`config.mk`:
```
export PLATFORM = sky130hd
export DESIGN_NAME = st7735_cmd_sequencer
export DESIGN_NICKNAME = d
export VERILOG_FILES = /design/src/rtl/st7735_pkg.sv /design/src/rtl/st7735_addr_cursor.sv /design/src/rtl/st7735_cmd_sequencer.sv
export SDC_FILE = /design/constraint.sdc
export NUM_CORES = 1
export LEC_CHECK = 0
export BUFFER_PORTS_ARGS = -buffer_cell sky130_fd_sc_hd__buf_4
export CAP_MARGIN = 30
export CORE_AREA = 2 2 144 146
export DETAILED_ROUTE_END_ITERATION = 7
export DIE_AREA = 0 0 146 148
export PLACE_DENSITY = 0.54
export RECOVER_POWER = 25
export SYNTH_ARGS = -nofsm -noshare
export SYNTH_HDL_FRONTEND = slang
export SYNTH_SLANG_ARGS = --single-unit
export TNS_END_PERCENT = 10
```
`constraint.sdc`:
```
create_clock -name i_spi_clk -period 4.6 [get_ports i_spi_clk]
set_input_delay 1.38 -clock i_spi_clk [delete_from_list [all_inputs] [get_ports i_spi_clk]]
set_output_delay 1.38 -clock i_spi_clk [all_outputs]
set_load 0.01 [all_outputs]
```
`src/rtl/st7735_pkg.sv`:
```
// -----------------------------------------------------------------------------
// st7735_pkg
//
// Shared definitions for the ST7735R-compatible command sequencer:
//   - command opcode constants recognised by the sequencer
//   - sequencer state enum (also exported on the debug state port)
//   - parameter-collection target enum (which register a PARAM phase feeds)
// -----------------------------------------------------------------------------
package st7735_pkg;

  // Supported command opcodes.
  localparam logic [7:0] CMD_NOP     = 8'h00;
  localparam logic [7:0] CMD_SWRESET = 8'h01;
  localparam logic [7:0] CMD_SLPOUT  = 8'h11;
  localparam logic [7:0] CMD_DISPOFF = 8'h28;
  localparam logic [7:0] CMD_DISPON  = 8'h29;
  localparam logic [7:0] CMD_CASET   = 8'h2A;
  localparam logic [7:0] CMD_RASET   = 8'h2B;
  localparam logic [7:0] CMD_RAMWR   = 8'h2C;
  localparam logic [7:0] CMD_MADCTL  = 8'h36;

  // Sequencer states. ST_IDLE is the all-zero encoding so the debug state
  // output reads 0 out of reset like every other output.
  typedef enum logic [2:0] {
    ST_IDLE   = 3'd0,
    ST_PARAM  = 3'd1,
    ST_PIX_HI = 3'd2,
    ST_PIX_LO = 3'd3,
    ST_SKIP   = 3'd4
  } state_e;

  // Register fed by the parameter bytes currently being collected.
  typedef enum logic [1:0] {
    TGT_CASET  = 2'd0,
    TGT_RASET  = 2'd1,
    TGT_MADCTL = 2'd2
  } tgt_e;

endpackage

```
`src/rtl/st7735_addr_cursor.sv`:
```
// -----------------------------------------------------------------------------
// st7735_addr_cursor
//
// Holds the column/row address window (XS, XE, YS, YE) and the pixel cursor.
// Window updates are atomic: a full 16-bit start/end pair is presented in one
// cycle together with col_set_i or row_set_i, and is clamped to the panel.
//
// Ports:
//   clk_i          : clock (i_spi_clk domain)
//   rst_ni         : asynchronous active-low reset
//   win_rst_i      : restore window and cursor to reset values (SWRESET)
//   load_i         : cursor <= (XS, YS) (start of RAMWR)
//   advance_i      : step cursor one pixel through the window, with wrap
//   col_set_i      : load XS/XE from start_i/end_i (clamped to H_RES-1)
//   row_set_i      : load YS/YE from start_i/end_i (clamped to V_RES-1)
//   start_i/end_i  : 16-bit start/end address as received on the wire
//   x_o / y_o      : current cursor
//   window_valid_o : XS <= XE and YS <= YE
// -----------------------------------------------------------------------------
module st7735_addr_cursor #(
  parameter int H_RES = 480,
  parameter int V_RES = 272,
  parameter int X_W   = 9,
  parameter int Y_W   = 9
) (
  input  logic           clk_i,
  input  logic           rst_ni,
  input  logic           win_rst_i,
  input  logic           load_i,
  input  logic           advance_i,
  input  logic           col_set_i,
  input  logic           row_set_i,
  input  logic [15:0]    start_i,
  input  logic [15:0]    end_i,
  output logic [X_W-1:0] x_o,
  output logic [Y_W-1:0] y_o,
  output logic           window_valid_o
);

  localparam logic [15:0]    X_MAX16 = 16'(H_RES - 1);
  localparam logic [15:0]    Y_MAX16 = 16'(V_RES - 1);
  localparam logic [X_W-1:0] X_MAX   = X_W'(H_RES - 1);
  localparam logic [Y_W-1:0] Y_MAX   = Y_W'(V_RES - 1);

  function automatic logic [X_W-1:0] clamp_x(input logic [15:0] v);
    if (v > X_MAX16) return X_MAX;
    else             return v[X_W-1:0];
  endfunction

  function automatic logic [Y_W-1:0] clamp_y(input logic [15:0] v);
    if (v > Y_MAX16) return Y_MAX;
    else             return v[Y_W-1:0];
  endfunction

  logic [X_W-1:0] xs_q, xe_q, x_q, x_d;
  logic [Y_W-1:0] ys_q, ye_q, y_q, y_d;

  // Window registers.
  always_ff @(posedge clk_i or negedge rst_ni) begin
    if (!rst_ni) begin
      xs_q <= '0;
      xe_q <= X_MAX;
      ys_q <= '0;
      ye_q <= Y_MAX;
    end else if (win_rst_i) begin
      xs_q <= '0;
      xe_q <= X_MAX;
      ys_q <= '0;
      ye_q <= Y_MAX;
    end else begin
      if (col_set_i) begin
        xs_q <= clamp_x(start_i);
        xe_q <= clamp_x(end_i);
      end
      if (row_set_i) begin
        ys_q <= clamp_y(start_i);
        ye_q <= clamp_y(end_i);
      end
    end
  end

  // Cursor next state: raster order inside the window, wrapping to (XS, YS)
  // after the bottom-right corner.
  always_comb begin
    x_d = x_q;
    y_d = y_q;
    if (win_rst_i) begin
      x_d = '0;
      y_d = '0;
    end else if (load_i) begin
      x_d = xs_q;
      y_d = ys_q;
    end else if (advance_i) begin
      if (x_q != xe_q) begin
        x_d = x_q + X_W'(1);
      end else begin
        x_d = xs_q;
        if (y_q != ye_q) y_d = y_q + Y_W'(1);
        else             y_d = ys_q;
      end
    end
  end

  always_ff @(posedge clk_i or negedge rst_ni) begin
    if (!rst_ni) begin
      x_q <= '0;
      y_q <= '0;
    end else begin
      x_q <= x_d;
      y_q <= y_d;
    end
  end

  assign x_o            = x_q;
  assign y_o            = y_q;
  assign window_valid_o = (xs_q <= xe_q) && (ys_q <= ye_q);

endmodule

```
`src/rtl/st7735_cmd_sequencer.sv`:
```
// -----------------------------------------------------------------------------
// st7735_cmd_sequencer
//
// Decodes the command/parameter byte stream from the SPI deserializer,
// maintains the CASET/RASET window (via st7735_addr_cursor), turns RAMWR
// data into addressed RGB565 pixel writes and holds MADCTL / display-on.
//
// Handshake: i_byte_vld is a one-cycle strobe with no back-pressure; a byte
// is consumed on every rising edge of i_spi_clk where i_byte_vld is high, so
// back-to-back strobes are accepted. o_wr_en is a one-cycle strobe with no
// ready; o_wr_tgl flips with each write for crossing into another clock.
//
// Ports:
//   i_spi_clk, i_rst_n      : clock, asynchronous active-low reset
//   i_byte_vld, i_byte, i_dc: received byte strobe, byte, 0=command 1=data
//   o_wr_en, o_wr_tgl       : pixel write strobe / per-write toggle
//   o_wr_x, o_wr_y          : pixel address (held until next write)
//   o_wr_data               : RGB565 pixel, first byte in [15:8]
//   o_madctl, o_disp_on     : display configuration
//   o_cmd_err               : one-cycle pulse on an unsupported command
//   o_dbg_state             : current sequencer state (state_e encoding)
// -----------------------------------------------------------------------------
module st7735_cmd_sequencer
  import st7735_pkg::*;
#(
  parameter int H_RES = 480,
  parameter int V_RES = 272,
  parameter int X_W   = 9,
  parameter int Y_W   = 9
) (
  input  logic           i_spi_clk,
  input  logic           i_rst_n,
  input  logic           i_byte_vld,
  input  logic [7:0]     i_byte,
  input  logic           i_dc,
  output logic           o_wr_en,
  output logic           o_wr_tgl,
  output logic [X_W-1:0] o_wr_x,
  output logic [Y_W-1:0] o_wr_y,
  output logic [15:0]    o_wr_data,
  output logic [7:0]     o_madctl,
  output logic           o_disp_on,
  output logic           o_cmd_err,
  output logic [2:0]     o_dbg_state
);

  state_e     state_q;
  tgt_e       tgt_q;
  logic [1:0] cnt_q;
  logic [7:0] p0_q, p1_q, p2_q;
  logic [7:0] hi_q;

  logic           is_cmd, is_dat;
  logic           win_rst_c, load_c, col_set_c, row_set_c, advance_c;
  logic           last_param_c;
  logic [X_W-1:0] cur_x;
  logic [Y_W-1:0] cur_y;
  logic           win_valid;

  assign is_cmd = i_byte_vld && !i_dc;
  assign is_dat = i_byte_vld &&  i_dc;

  // Cursor/window controls are decoded from the byte being accepted so the
  // sub-module registers update on the same edge as the sequencer state.
  assign last_param_c = is_dat && (state_q == ST_PARAM) && (cnt_q == 2'd3);
  assign win_rst_c    = is_cmd && (i_byte == CMD_SWRESET);
  assign load_c       = is_cmd && (i_byte == CMD_RAMWR);
  assign col_set_c    = last_param_c && (tgt_q == TGT_CASET);
  assign row_set_c    = last_param_c && (tgt_q == TGT_RASET);
  // With an invalid window the pixel is swallowed and the cursor holds.
  assign advance_c    = is_dat && (state_q == ST_PIX_LO) && win_valid;

  st7735_addr_cursor #(
    .H_RES (H_RES),
    .V_RES (V_RES),
    .X_W   (X_W),
    .Y_W   (Y_W)
  ) u_cursor (
    .clk_i          (i_spi_clk),
    .rst_ni         (i_rst_n),
    .win_rst_i      (win_rst_c),
    .load_i         (load_c),
    .advance_i      (advance_c),
    .col_set_i      (col_set_c),
    .row_set_i      (row_set_c),
    .start_i        ({p0_q, p1_q}),
    .end_i          ({p2_q, i_byte}),
    .x_o            (cur_x),
    .y_o            (cur_y),
    .window_valid_o (win_valid)
  );

  always_ff @(posedge i_spi_clk or negedge i_rst_n) begin
    if (!i_rst_n) begin
      state_q   <= ST_IDLE;
      tgt_q     <= TGT_CASET;
      cnt_q     <= '0;
      p0_q      <= '0;
      p1_q      <= '0;
      p2_q      <= '0;
      hi_q      <= '0;
      o_wr_en   <= 1'b0;
      o_wr_tgl  <= 1'b0;
      o_wr_x    <= '0;
      o_wr_y    <= '0;
      o_wr_data <= '0;
      o_madctl  <= '0;
      o_disp_on <= 1'b0;
      o_cmd_err <= 1'b0;
    end else begin
      o_wr_en   <= 1'b0;
      o_cmd_err <= 1'b0;
      if (is_cmd) begin
        // A command always abandons partial parameters or a half pixel.
        cnt_q <= '0;
        case (i_byte)
          CMD_NOP, CMD_SLPOUT: state_q <= ST_IDLE;
          CMD_SWRESET: begin
            state_q   <= ST_IDLE;
            o_madctl  <= '0;
            o_disp_on <= 1'b0;
          end
          CMD_DISPOFF: begin
            state_q   <= ST_IDLE;
            o_disp_on <= 1'b0;
          end
          CMD_DISPON: begin
            state_q   <= ST_IDLE;
            o_disp_on <= 1'b1;
          end
          CMD_CASET: begin
            state_q <= ST_PARAM;
            tgt_q   <= TGT_CASET;
          end
          CMD_RASET: begin
            state_q <= ST_PARAM;
            tgt_q   <= TGT_RASET;
          end
          CMD_MADCTL: begin
            state_q <= ST_PARAM;
            tgt_q   <= TGT_MADCTL;
          end
          CMD_RAMWR: state_q <= ST_PIX_HI;
          default: begin
            state_q   <= ST_SKIP;
            o_cmd_err <= 1'b1;
          end
        endcase
      end else if (is_dat) begin
        case (state_q)
          ST_PARAM: begin
            if (tgt_q == TGT_MADCTL) begin
              o_madctl <= i_byte;
              state_q  <= ST_IDLE;
            end else begin
              case (cnt_q)
                2'd0:    p0_q <= i_byte;
                2'd1:    p1_q <= i_byte;
                2'd2:    p2_q <= i_byte;
                default: state_q <= ST_IDLE;  // 4th byte: window loads now
              endcase
              cnt_q <= cnt_q + 2'd1;
            end
          end
          ST_PIX_HI: begin
            hi_q    <= i_byte;
            state_q <= ST_PIX_LO;
          end
          ST_PIX_LO: begin
            if (win_valid) begin
              o_wr_en   <= 1'b1;
              o_wr_tgl  <= ~o_wr_tgl;
              o_wr_x    <= cur_x;
              o_wr_y    <= cur_y;
              o_wr_data <= {hi_q, i_byte};
            end
            state_q <= ST_PIX_HI;
          end
          default: ;  // IDLE and SKIP discard data bytes
        endcase
      end
    end
  end

  assign o_dbg_state = state_q;

endmodule

```
==> Word level (Yosys, flattened, before mapping) <==
Cells that the tools add are included.
{ "totals": {"wordCells": 139, "inputBits": 12, "ff_bits": 139} }
{ "classes": {"magnitude_cmp": 6, "n_mux": 44, "bitwise_logic": 3, "n_eq_ne": 22, "n_reduce_logical": 40, "n_addsub": 3} }
{ "op_table": {"columns": ["cell", "n"], "rows": [
  ["$mux 9", 21],
  ["$gt 16x9->1 const B", 4],
  ["$eq 8x6->1 const B", 6],
  ["$mux 8", 5],
  ["$add 9x1->9 const B", 2],
  ["$le 9x9->1", 2],
  ["$ne 9x9->1", 2],
  ["$pmux 3 s3", 2],
  ["$reduce_and 5->1", 3],
  ["$mux 3", 4],
  ["$reduce_bool 2->1", 6],
  ["$logic_and 1x1->1", 11],
  ["$reduce_and 3->1", 3],
  ["$reduce_or 9->1", 1],
  ["$eq 8x1->1 const B", 1],
  ["$eq 8x5->1 const B", 1],
  ["$logic_not 8->1", 1],
  ["$mux 2", 4],
  ["$reduce_and 4->1", 2],
  ["$eq 2x2->1 const B", 3],
  ["$eq 3x2->1 const B", 2],
  ["$mux 1", 6],
  ["$pmux 2 s3", 1],
  ["$reduce_and 2->1", 3],
  ["16 further kinds", 22]
]} }

==> Longest topological paths before layout <==
Gate-level depths: netlist of run 1.
{ "depth": {"depth_word": 7, "depth_mapped": 10, "mapped_depth_nobuf": 9} }

==> Modules after synthesis <==
From an unflattened synthesis of run 1, not the netlist that was laid out.
{ "hier_totals": {"cells_unflattened": 634, "hier_area_um2": 7046.8} }
{ "modules_own_cells": {"columns": ["module", "area_each_um2", "cells_each", "seq_area_each_um2", "instances"], "rows": [
  ["st7735_cmd_sequencer", 3578.4, 251, 2127.0, 1],
  ["st7735_addr_cursor", 3468.3, 383, 1367.6, 1]
]} }

==> Worst setup path before layout of run 1 <==
Ideal clock, no wire load.
{ "synth_timing": {"path_kind": "input to register", "start": "in i_dc", "end": "reg u_cursor.xs_q[6]", "required_ps": 4478, "path_stages": 8, "path_buffers": 3, "setup_slack_ps": 1591, "setup_ps": 122, "arrival_time_ps": 2886, "cell_sequence": "buf_4 -> nor4b_4 -> nand2_2 -> or3_4 -> buf_2 -> buf_2 -> a21oi_1 -> nor2_1"} }
{ "synth_via": {"elab_chain_cells": 5, "word_cells_on_any_way": 9, "classes_between": "1 x mux; 8 x reduce/logical"} }
{ "synth_rtl": {"columns": ["element", "line", "text"], "rows": [
  ["from (decl)", "st7735_cmd_sequencer.sv:35", "input logic i_dc,"],
  ["$logic_and 1x1->1", "st7735_cmd_sequencer.sv:61", "assign is_dat = i_byte_vld && i_dc;"],
  ["$logic_and 1x1->1 (2 in series)", "st7735_cmd_sequencer.sv:65", "assign last_param_c = is_dat && (state_q == ST_PARAM) && (cnt_q == 2'd3);"],
  ["$logic_and 1x1->1", "st7735_cmd_sequencer.sv:68", "assign col_set_c = last_param_c && (tgt_q == TGT_CASET);"],
  ["$reduce_bool 2->1 (no line)", null, null],
  ["to (signal assigned)", "st7735_addr_cursor.sv:72", "xs_q <= clamp_x(start_i);"],
  ["to (decl)", "st7735_addr_cursor.sv:55", "logic [X_W-1:0] xs_q, xe_q, x_q, x_d;"]
]} }
Parallel ways exist; a longest one is shown, timed or not.
A chain may end at the register's enable or synchronous reset.

==> Worst setup path after layout of run 1 <==
{ "layout_timing": {"start": "reg u_cursor.xe_q[2]", "end": "reg u_cursor.x_q[1] (netlist: u_cursor.x_o[1])"} }
{ "layout_via": {"elab_chain_cells": 5, "word_cells_on_any_way": 9, "classes_between": "1 x order compare; 1 x eq/ne; 4 x mux; 3 x reduce/logical"} }
{ "layout_rtl": {"columns": ["element", "line", "text"], "rows": [
  ["from (decl)", "st7735_addr_cursor.sv:55", null],
  ["from (signal assigned)", "st7735_addr_cursor.sv:73", "xe_q <= clamp_x(end_i);"],
  ["parallel branches: the longest is 5 deep, another holds $le 9x9->1", null, null],
  ["to (signal assigned)", "st7735_addr_cursor.sv:106", "x_q <= '0;"],
  ["to (signal assigned)", "st7735_addr_cursor.sv:109", "x_q <= x_d;"],
  ["to (decl)", "st7735_addr_cursor.sv:55", null]
]} }
Parallel ways; which one is timed is not known. The select of a mux whose other input is x is not followed.

==> results of run 1 <==
Yosys cell counts (all sizes together), types with 2 or more instances:
master  number
and3         5
o21ai       43
o21a         9
clkbuf      18
inv         36
nor4         6
and2         2
nand3       24
o22a        11
xor2        11
a21o         5
o22ai       11
buf         24
a21oi       32
and4         2
o211ai      11
nand4b       2
o31ai        3
a211oi       2
mux2        30
nor2        46
nor2b        6
a41oi        2
a31oi        6
dfrtp      126
nand2      154
a211o        2
xnor2        9
or3b         2
nor3        15
dfstp       13
or3          2
or2          4
nor4b        7
a22o         8
nand2b       4
ha          24
nor3b        2
nand4        8
cell families after synthesis:
| kind of cell | count (synthesis) |
|---|---|
| adders and majority gates | 24 |
| and+or+nand+nor | 293 |
| xor gates and xnor gates | 20 |
| buffers and inverters | 79 |
| AOI/OAI and AO/OA | 155 |
| DFF | 139 |
| muxes | 31 |
path summary, 6_finish.rpt:
path	endpoint	slack (ps)	depth (start not counted)
setup / recovery	u_cursor.x_o[1]$_DFFE_PN0P_	1490	10
hold / removal	o_wr_y[5]$_DFFE_PN0P_	460	2
setup reg to reg	u_cursor.x_o[1]$_DFFE_PN0P_	1490	10
hold reg to reg	o_wr_y[5]$_DFFE_PN0P_	460	2
max in group asynchronous	u_cursor.xe_q[8]$_DFFE_PN1P_	1860	2
min in group asynchronous	u_cursor.y_o[5]$_DFFE_PN0P_	1520	1
layout make-up:
type	count	area, um2
Clock buffer	19	433
Clock inverter	13	190
Fill cell	2063	11700
Inverter	37	139
Multi-Input combinational cell	523	3260
Sequential cell	139	3490
Tap cell	270	338
Timing Repair Buffer	67	513
power by group:
group	switching (mW)	internal [mW]	total [mW]
combinational	0.224	0.156	0.380
sequential	0.0786	1.32	1.39
clock	0.544	0.913	1.46
metal layers:
metal  vias to the layer above  track usage (%)  routed length, um  part of all wire, %
met1                      2722             24.4               8630                   49
met3                        12             3.73                667                  3.8
li1                       2661                -                  -                    -
met2                       110             26.1               8050                   46
met4                         0             4.81                231                  1.3
met5                         -                0                  0                    0
worst min-delay path: stages, from the launching register on:
cell	delay [ps]
dfrtp_1	340
nand2_1	50
nand2_1	40
flip-flops by register name, summed over array words and instances (netlist names), 3 cells and up:
name	cells
u_cursor.xs_q	9
o_wr_y	9
o_dbg_state	3
p0_q	8
u_cursor.ye_q	9
hi_q	8
o_wr_x	9
o_wr_data	16
p1_q	8
u_cursor.ys_q	9
u_cursor.x_o	9
o_madctl	8
p2_q	8
u_cursor.xe_q	9
u_cursor.y_o	9
==> results by group, run 1 <==
Clocking
  • Clock transition at the registers of the reported paths: 60 ps
  • Clock tree from TritonCTS: yes
  • H-tree depth: 4
  • Post-CTS Setup Inserts: 0
  • Num CTS Buffers: 17
  • Worst-case clock buffer depth: 2
  • Post-CTS Resized: 0
  • Clk sinks: 139
  • Hold Buf Count CTS: 0
  • CTS root buffer: clkbuf_16
  • Worst-Skew Late Latency: 420 ps

Route
  • Vias post-DR: 5505
  • ANT nets after route: 0
  • Drt pass-1 iters: 4
  • Number of vias per cell: 5.15
  • Starting DRC count in detailed routing: 309
  • WL/cell: 16.5 um
  • Drt total wl: 17600 um
  • Drc violations: 0

Timing
  • Worst slew pin tran: 1990 ps
  • Hold Violations, Final: 0
  • Period Utilization, post-route: 67.5%
  • Min Hold Slack: 464 ps
  • F_max: 322 MHz
  • Clk_skew: 8.71 ps
  • Unrepaired setup endpoints after global routing: false
  • Relative slew slack: -32.4%
  • TNS Setup: 0 ps
  • Fin crit period: 3110 ps
  • Final Max Slew Viols: 78
  • Worst setup margin: 1490 ps
  • Final setup fails: 0

Logic synthesis
  • Avg Cell Area, Syn: 9.58 um2
  • YS warnings: 0
  • Synth top area share: 44.4%
  • #FFs+latches synth: 139
  • Post-Synth Adder-Cell Area: 4.23%
  • Syn Nets: 777
  • Compound-Gate Fraction of Synth Area: 14.8%
  • Top FF cell, synth: dfrtp_1
  • Simple-gate area share of the yosys netlist: 19.5%
  • Largest family of logic cells by synthesized area: simple AND/OR/NAND/NOR gates
  • Sequential share of the synthesized area: 49.2%
  • Asr flop ratio synth: 100%
  • Number of flops mapped to enable cells by yosys: 0
  • Mapped Cells: 741
  • Yosys top cell by area: dfrtp_1
  • Synth Area in XOR/XNOR: 2.47%
  • Synth top area cells: dfrtp_1, nand2_1, dfstp_2
  • Multiplexer share of the synthesized area: 4.90%
  • Area of the mapped netlist: 7100 um2
  • Cell variety after synth: 68

Global route
  • GR Overflow Total: 0
  • Largest net degree at the start of global routing: 79
  • GRT Overall Usage: 17.0%
  • Initial antenna violation count: 0
  • First-pass GRT wire length: 29000 um
  • Vias in the first global route: 5295

Outcome
  • Failing checks: capacitance limit, slew limit
  • Outcome: finished, violations left

Worst setup path
  • Critical Setup Path Class: flip-flop to flip-flop
  • CP Launch Type: flip-flop
  • Critical path capture point type: flip-flop
  • Critical path, cell by cell: inv_1, ha_1, a21o_1, a21o_1, a2111oi_2, o211ai_2, inv_2, buf_4, o22ai_1, a21oi_1
  • Worst Path Required: 4940 ps
  • Worst-path fanout max: 25
  • Worst r2r src: u_cursor.xe_q[2]$_DFFE_PN1P_
  • Data arrival time of the worst path: 3440 ps
  • Top delay family on crit path: compound AO/OA/AOI/OAI gates
  • CP most frequent cell: a21o_1
  • Setup crit start: u_cursor.xe_q[2]$_DFFE_PN1P_
  • Slowest Stage Delay on Critical Path: 600 ps
  • Critical path's slowest cell: a2111oi_2
  • CP bufs+invs: 3

Final layout
  • Most common cell after layout, fill and taps aside: nand2_1
  • P&R area growth vs syn: 17.9%
  • Share of layout cells above drive strength 1: 19.7%
  • Cell area after layout: 8360 um2
  • Non-filler cells, final: 1068
  • Commonest non-fill, non-tap cells in the layout: nand2_1, dfrtp_1, buf_4, nor2_1, o21ai_0
  • Finished Core Util: 41.7%
  • Antenna fix cells: 0
  • Nets: 821

Power and ir drop
  • Worst VDD drop: 0.288 mV
  • Total power: 3.23 mW
  • PwrDens: 386 nW/um2
  • Pleak: 4.12 nW

Floorplanning
  • Die Ht: 148 um
  • Num rows: 52
  • Die W: 146 um
  • Io pins: 61
  • Initial Utilization: 35.4%
  • Core Area: 20000 um2
  • Die area: 21600 um2

Placement
  • Placed Area: 7750 um2
  • Post-Place Setup Slack: 1250 ps
  • Hpwl dp: 12200 um
  • Placed Cells: 1036
  • Final GP Congestion: 0.810
  • I/O Buffers: 60

Worst hold path
  • Worst hold start: o_wr_y[5]$_DFFE_PN0P_
  • Min-delay worst type: flip-flop to flip-flop

Job
  • Max Cap Viol: 1
(Power assumes the default switching activity.)
==> inputs of run 2 (changes only) <==
Settings changed: ABC_AREA from default to 1, CORE_AREA 2 2 144 146 to 2 2 143 145, DIE_AREA 0 0 146 148 to 0 0 145 147.
Clock period 4.6 ns to 3.22 ns, I/O delays scaled along.
==> run 2 against run 1 <==
  * Core utilization is 0.27 points higher
  * The flow still finishes with violations (capacitance limit, slew limit)
  * Critical path type is now primary input to flip-flop
  * Cell count is 14% higher
  * Sequential power is 46% higher
  * Setup slack worse by 640 ps
==> results by group, run 2 <==
Final layout
  • Max FFs per register: 16 (unchanged)
  • P&R area growth vs syn: 18.7%
  • Top reg by flops: o_wr_data
  • Commonest non-fill, non-tap cells in the layout: nand2_1, dfrtp_1, inv_1, buf_4, nand3_1
  • Non-filler cells, final: 1215 (+14%)
  • Most common cell after layout, fill and taps aside: nand2_1
  • Share of layout cells above drive strength 1: 15.3% (-4.3 points)
  • Antenna fix cells: 0 (unchanged)
  • Nets: 968 (+18%)

Route
  • ANT nets after route: 0 (unchanged)
  • Drt total wl: 18500 um (+5.2%)
  • Drc violations: 0 (unchanged)
  • Number of vias per cell: 4.80 (-6.9%)
  • Vias post-DR: 5831 (+5.9%)
  • Drt pass-1 iters: 5 (+1)
  • WL/cell: 15.2 um (-7.6%)
  • Starting DRC count in detailed routing: 306 (-0.97%)

Logic synthesis
  • Sequential share of the synthesized area: 49.8% (+0.51 points)
  • Number of flops mapped to enable cells by yosys: 0 (unchanged)
  • Avg Cell Area, Syn: 8.11 um2 (-15%)
  • Asr flop ratio synth: 100% (unchanged)
  • Top FF cell, synth: dfrtp_1
  • Synth cell count leaders: nand2_1, dfrtp_1, inv_1
  • Area of the mapped netlist: 7020 um2 (-1.0%)
  • Synth top area cells: dfrtp_1, nand2_1, inv_1
  • #FFs+latches synth: 139 (unchanged)
  • Most frequent cell after synthesis: nand2_1
  • YS warnings: 0 (unchanged)
  • Mapped Cells: 866 (+17%)
  • Yosys top cell by area: dfrtp_1
  • Syn Nets: 902 (+16%)
  • Synth top area share: 44.9% (+0.46 points)
  • Cell variety after synth: 37 (-46%)

Clocking
  • Post-CTS Resized: 0 (unchanged)
  • Hold Buf Count CTS: 0 (unchanged)
  • Num CTS Buffers: 17 (unchanged)
  • Clock transition at the registers of the reported paths: 60 ps (about the same)
  • CTS root buffer: clkbuf_16
  • H-tree depth: 4 (unchanged)
  • Worst-case clock buffer depth: 2 (unchanged)
  • Clk sinks: 139 (unchanged)
  • Clock tree from TritonCTS: yes
  • Worst-Skew Late Latency: 430 ps (about the same)
  • Post-CTS Setup Inserts: 0 (unchanged)

Worst hold path
  • Worst Hold End: o_wr_data[15]$_DFFE_PN0P_
  • Min-delay worst type: flip-flop to flip-flop
  • Hold Path Cell Cnt: 2 (unchanged)
  • Worst hold start: hi_q[7]$_DFFE_PN0P_

Outcome
  • Failing checks: capacitance limit, slew limit
  • Outcome: finished, violations left

Placement
  • Final GP Congestion: 0.821 (+1.3%)
  • Placed Cells: 1183 (+14%)
  • I/O Buffers: 60 (unchanged)
  • Hpwl dp: 13500 um (+11%)

Power and ir drop
  • Pleak: 4.20 nW (+1.9%)
  • Worst VDD drop: 0.440 mV (+53%)
  • Total power: 4.72 mW (+46%)
  • PwrDens: 566 nW/um2 (+46%)

Timing
  • Final Max Slew Viols: 59 (-24%)
  • TNS Setup: 0 ps (unchanged)
  • Period Utilization, post-route: 73.5%
  • Relative slew slack: -0.547% (+32 points)
  • Unrepaired setup endpoints after global routing: false
  • Clk_skew: 9.70 ps (+0.990 ps)
  • Hold Violations, Final: 0 (unchanged)
  • Final setup fails: 0 (unchanged)
  • Fin crit period: 2370 ps
  • Worst slew pin tran: 1510 ps (-477 ps)
  • F_max: 422 MHz

Floorplanning
  • Die Ht: 147 um (-0.68%)
  • Initial Utilization: 35.4% (about the same)
  • Die W: 145 um (-0.68%)
  • Io pins: 61 (unchanged)
  • Core Area: 19800 um2 (-0.97%)
  • Die area: 21300 um2 (-1.4%)
  • Num rows: 52 (unchanged)

Worst setup path
  • Data arrival time of the worst path: 2710 ps (-730 ps)
  • Critical path capture point type: flip-flop
  • CP Launch Type: primary input
  • Critical path's slowest cell: a21oi_2
  • Worst setup slack for register-to-register paths: 900 ps (-590 ps)
  • Worst Path Required: 3570 ps (-1370 ps)
  • Worst r2r src: u_cursor.xe_q[8]$_DFFE_PN1P_
  • FF-to-FF End: u_cursor.y_o[3]$_DFFE_PN0P_
  • Slowest Stage Delay on Critical Path: 310 ps (-290 ps)
  • Reg2reg path depth: 12 (+2)
  • Critical path, cell by cell: buf_4, inv_1, nand3_1, inv_1, nand3_2, buf_4, a21oi_2, nand2_1, o21ai_0
  • Worst-path fanout max: 18 (-28%)
  • Critical Setup Path Class: primary input to flip-flop

Global route
  • Vias in the first global route: 5694 (+7.5%)
  • GR Overflow Total: 0 (unchanged)
  • First-pass GRT wire length: 30600 um (+5.2%)
  • Largest net degree at the start of global routing: 59 (-25%)
  • Initial antenna violation count: 0 (unchanged)
  • GRT Overall Usage: 18.2% (+1.2 points)

Job
  • Max Cap Viol: 1 (unchanged)
run 2: changes by cell type after synthesis, moves of 10 or more:
cell,previous run,this run
a21oi_1,31,18
clkbuf_1,18,6
inv_1,35,96
inv_2,1,11
mux2_2,28,0
nand2_1,152,248
nand3_1,24,64
nor2_1,45,63
o211ai_1,10,0
o21ai_0,38,62
o21ai_1,5,40
o22a_1,11,0
run 2: worst max path at each step:
| stage | end | slack (ps) | startpoint |
|---|---|---|---|
| 6_report | u_cursor.xe_q[5]$_DFFE_PN0P_ | 850 | i_byte[5] |
| 5_1_grt | p1_q[1]$_DFFE_PN0P_ | 520 | i_rst_n |
| 4_1_cts | u_cursor.y_o[3]$_DFFE_PN0P_ | 890 | u_cursor.xe_q[8]$_DFFE_PN1P_ |
| 3_5_place_dp | u_cursor.xe_q[5]$_DFFE_PN0P_ | 470 | i_byte[5] |
| 3_3_place_gp | u_cursor.xe_q[5]$_DFFE_PN0P_ | 410 | i_byte[5] |
| 2_1_floorplan | u_cursor.ye_q[5]$_DFFE_PN0P_ | 1090 | i_byte[2] |
run 2: critical path, delay by kind of cell:
family / cells / cell delay (ps)
buffers and inverters: 4 / 800
AND/OR/NAND/NOR: 3 / 530
AO/OA/AOI/OAI: 2 / 410
run 2: per-layer routing:
layer / share of wire, % / global-route usage (%) / up-vias
met5: 0 / 0 / -
met4: 1.9 / 6.04 / 0
met3: 3.5 / 3.14 / 25
met2: 45 / 28.2 / 116
met1: 50 / 25.9 / 2752
li1: - / - / 2938
run 2: layout make-up:
class / count / area [um2]
fillers: 2064 / 11500
flip-flops and latches: 139 / 3490
multi-input cells: 599 / 3010
repair buffers: 68 / 502
clock buffers: 19 / 433
inverters: 107 / 402
well taps: 270 / 338
clock inverters: 13 / 155
run 2: cells by family after synthesis:
family	Yosys count	share of synthesized area, %
adder cells (fa/ha/maj)	24	4.28
buffers and inverters	128	7.36
AND/OR/NAND/NOR	416	25.7
flip-flops	139	49.8
XOR/XNOR	16	2.00
AO/OA/AOI/OAI	143	10.9
run 2: metrics by stage:
step           setup WS (ps)  cell area (um2)  utilization, %  hold WS (ps)
2_1_floorplan           1090             7020               -           442
3_3_place_gp             405             7760            39.1           460
4_1_cts                  888             8350            42.1           483
3_5_place_dp             473             7760            39.1           460
5_1_grt                  521             8340            42.0           507
6_report                 853             8340            42.0           476
run 2: where the power goes:
part,internal [mW],switching (mW)
Clock,1.16,0.810
Sequential,1.91,0.115
Combinational,0.260,0.459
Total,3.33,1.38
==> inputs of run 3 (changes only) <==
Clock period 3.22 ns to 2.2 ns, I/O delays scaled along.
==> run 3 against run 2 <==
  * The flow now finishes without violations
  * Clock-buffer cell count down 2
  * Register-to-register slack worse by 770 ps
  * Combinational power up 52%
  * Total power up 47%
  * Sequential share of layout area down 1.2 points
  * Clock skew up 2.7 ps
  * Setup slack worse by 720 ps
  * Clock power up 46%
  * Critical path type is now flip-flop to flip-flop
  * Largest power group unchanged
==> results by group, run 3 (synthesized netlist as in run 2, its figures left out) <==
Outcome
  • Outcome: completed

Clocking
  • Clock transition at the registers of the reported paths: 70 ps (about the same)
  • Worst-Skew Late Latency: 440 ps (about the same)
  • Clk sinks: 139 (unchanged)
  • Clock tree from TritonCTS: yes
  • H-tree depth: 4 (unchanged)
  • CTS root buffer: clkbuf_16
  • Worst-case clock buffer depth: 2 (unchanged)
  • Num CTS Buffers: 17 (unchanged)
  • Hold Buf Count CTS: 0 (unchanged)

Global route
  • Initial antenna violation count: 0 (unchanged)
  • Largest net degree at the start of global routing: 42 (-29%)
  • First-pass GRT wire length: 30300 um (-0.95%)
  • GR Overflow Total: 0 (unchanged)
  • GRT Overall Usage: 18.0% (-0.15 points)
  • Vias in the first global route: 5677 (-0.30%)

Timing
  • TNS Setup: 0 ps (unchanged)
  • Fin crit period: 2070 ps
  • Period Utilization, post-route: 94.0%
  • F_max: 483 MHz
  • Min Hold Slack: 391 ps (-85.0 ps)
  • Clk_skew: 12.4 ps (+2.69 ps)
  • Worst slew pin tran: 1030 ps (-475 ps)
  • Final setup fails: 0 (unchanged)
  • Unrepaired setup endpoints after global routing: true
  • Relative slew slack: 31.2% (+32 points)
  • Final Max Slew Viols: 0 (-100%)
  • Hold Violations, Final: 0 (unchanged)

Final layout
  • Top reg by flops: o_wr_data
  • Commonest non-fill, non-tap cells in the layout: nand2_1, dfrtp_1, inv_1, buf_4, nand3_1
  • P&R area growth vs syn: 22.2%
  • Area of the multi-input gates: 3040 um2 (+0.96%)
  • Fill count: 2007 (-2.8%)
  • Most common cell after layout, fill and taps aside: nand2_1
  • Share of layout cells above drive strength 1: 18.7% (+3.4 points)
  • Finished Core Util: 43.3% (+1.3 points)
  • Storage cell area: 3490 um2 (unchanged)
  • Antenna fix cells: 0 (unchanged)
  • Nets: 995 (+2.8%)
  • Max FFs per register: 16 (unchanged)

Power and ir drop
  • Pleak: 4.35 nW (+3.5%)
  • Worst VDD drop: 0.581 mV (+32%)
  • Register share of total power: 42.6% (-0.4 points)
  • Clock Power Share: 41.7% (about the same)
  • Combinational power share: 15.7% (+0.5 points)
  • Internal: 4.74 mW (+42%)
  • Switching fraction of total power: 31.6% (+2.2 points)
  • Psw: 2.19 mW (+58%)
  • PwrDens: 806 nW/um2 (+42%)
  • Total power: 6.92 mW (+47%)

Route
  • Drt pass-1 iters: 4 (-1)
  • Starting DRC count in detailed routing: 414 (+35%)
  • Number of vias per cell: 4.77 (-0.63%)
  • WL/cell: 15.0 um (-1.8%)
  • Drt total wl: 18600 um (+0.41%)
  • ANT nets after route: 0 (unchanged)
  • Vias post-DR: 5923 (+1.6%)
  • Drc violations: 0 (unchanged)

Worst setup path
  • Data arrival time of the worst path: 2430 ps (-280 ps)
  • Critical path's slowest cell: dfstp_2
  • Critical path, cell by cell: inv_1, ha_1, a21o_1, nor2_2, nand3_1, nand2_2, nand3_1, nand2_2, nand2_2, o21ai_1
  • Critical Setup Path Class: flip-flop to flip-flop
  • CP most frequent cell: nand2_2
  • CP Launch Type: flip-flop
  • Critical path capture point type: flip-flop
  • Worst setup slack for register-to-register paths: 130 ps (-770 ps)
  • Worst Path Required: 2560 ps (-1010 ps)
  • Worst-path fanout max: 6 (-12)
  • Slowest Stage Delay on Critical Path: 550 ps (+240 ps)
  • Top delay family on crit path: simple AND/OR/NAND/NOR gates
  • CP bufs+invs: 1 (-3)

Job
  • Max Cap Viol: 0 (-1)

Floorplanning
  • Die Ht: 147 um (unchanged)
  • Initial Utilization: 35.4% (unchanged)
  • Num rows: 52 (unchanged)
  • Die W: 145 um (unchanged)
  • Die area: 21300 um2 (unchanged)
  • Io pins: 61 (unchanged)
  • Core Area: 19800 um2 (unchanged)

Placement
  • I/O Buffers: 60 (unchanged)
  • Hpwl dp: 13500 um (-0.20%)
  • Final GP Congestion: 0.898 (+9.4%)

Worst hold path
  • Min-delay worst type: primary input to async pin
## run 3: power groups by stage
stage	combinational [mW]	clock [mW]	sequential [mW]
2_1_floorplan	0.616	0	3.00
3_3_place_gp	1.08	0	2.99
3_5_place_dp	1.09	0	2.99
4_1_cts	1.10	2.94	2.95
5_1_grt	1.24	3.05	2.98
6_report	1.09	2.88	2.95
## run 3: path summary, 6_finish.rpt
check                      cells after the start                    startpoint                          end
min in group i_spi_clk                         1          o_wr_tgl$_DFFE_PN0P_         o_wr_tgl$_DFFE_PN0P_
hold / removal                                 1                       i_rst_n  u_cursor.x_o[5]$_DFFE_PN0P_
setup reg to reg                              10  u_cursor.xe_q[8]$_DFFE_PN1P_  u_cursor.x_o[4]$_DFFE_PN0P_
max in group asynchronous                      2                       i_rst_n        o_wr_y[0]$_DFFE_PN0P_
setup / recovery                              10  u_cursor.xe_q[8]$_DFFE_PN1P_  u_cursor.x_o[4]$_DFFE_PN0P_
hold reg to reg                                1          o_wr_tgl$_DFFE_PN0P_         o_wr_tgl$_DFFE_PN0P_
## run 3: what timing repair did
| action | CTS | global route |
|---|---|---|
| pin swaps | 0 | 3 |
| setup buffers | 0 | 3 |
| endpoints found under the hold margin | 0 | 0 |
| setup endpoints to repair | 18 | 53 |
| gates resized for setup | 2 | 11 |
## run 3: per-layer routing
layer / vias to the layer above / wire length, um / track usage, %
met3: 20 / 768 / 3.91
met5: - / 0 / 0
met2: 108 / 8320 / 27.9
met4: 0 / 260 / 5.15
li1: 2994 / - / -
met1: 2801 / 9220 / 25.5
## run 3: metrics by stage
stage	instance area [um2]	worst slack, ps	std cells
after floorplan	7020	316	866
after global placement	7970	64.9	1207
after detailed placement	7970	-23.7	1207
after CTS	8570	38.2	1239
after global routing	8590	-39.0	1242
final	8590	131	1242
## run 3: area by class of cell
cell class,instances,share of cell area [%]
sequential,139,40.7
multi-input combinational,599,35.4
timing repair buffer,95,8.31
clock buffer,17,4.95
inverter,107,4.71
tap,270,3.93
clock inverter,15,1.97
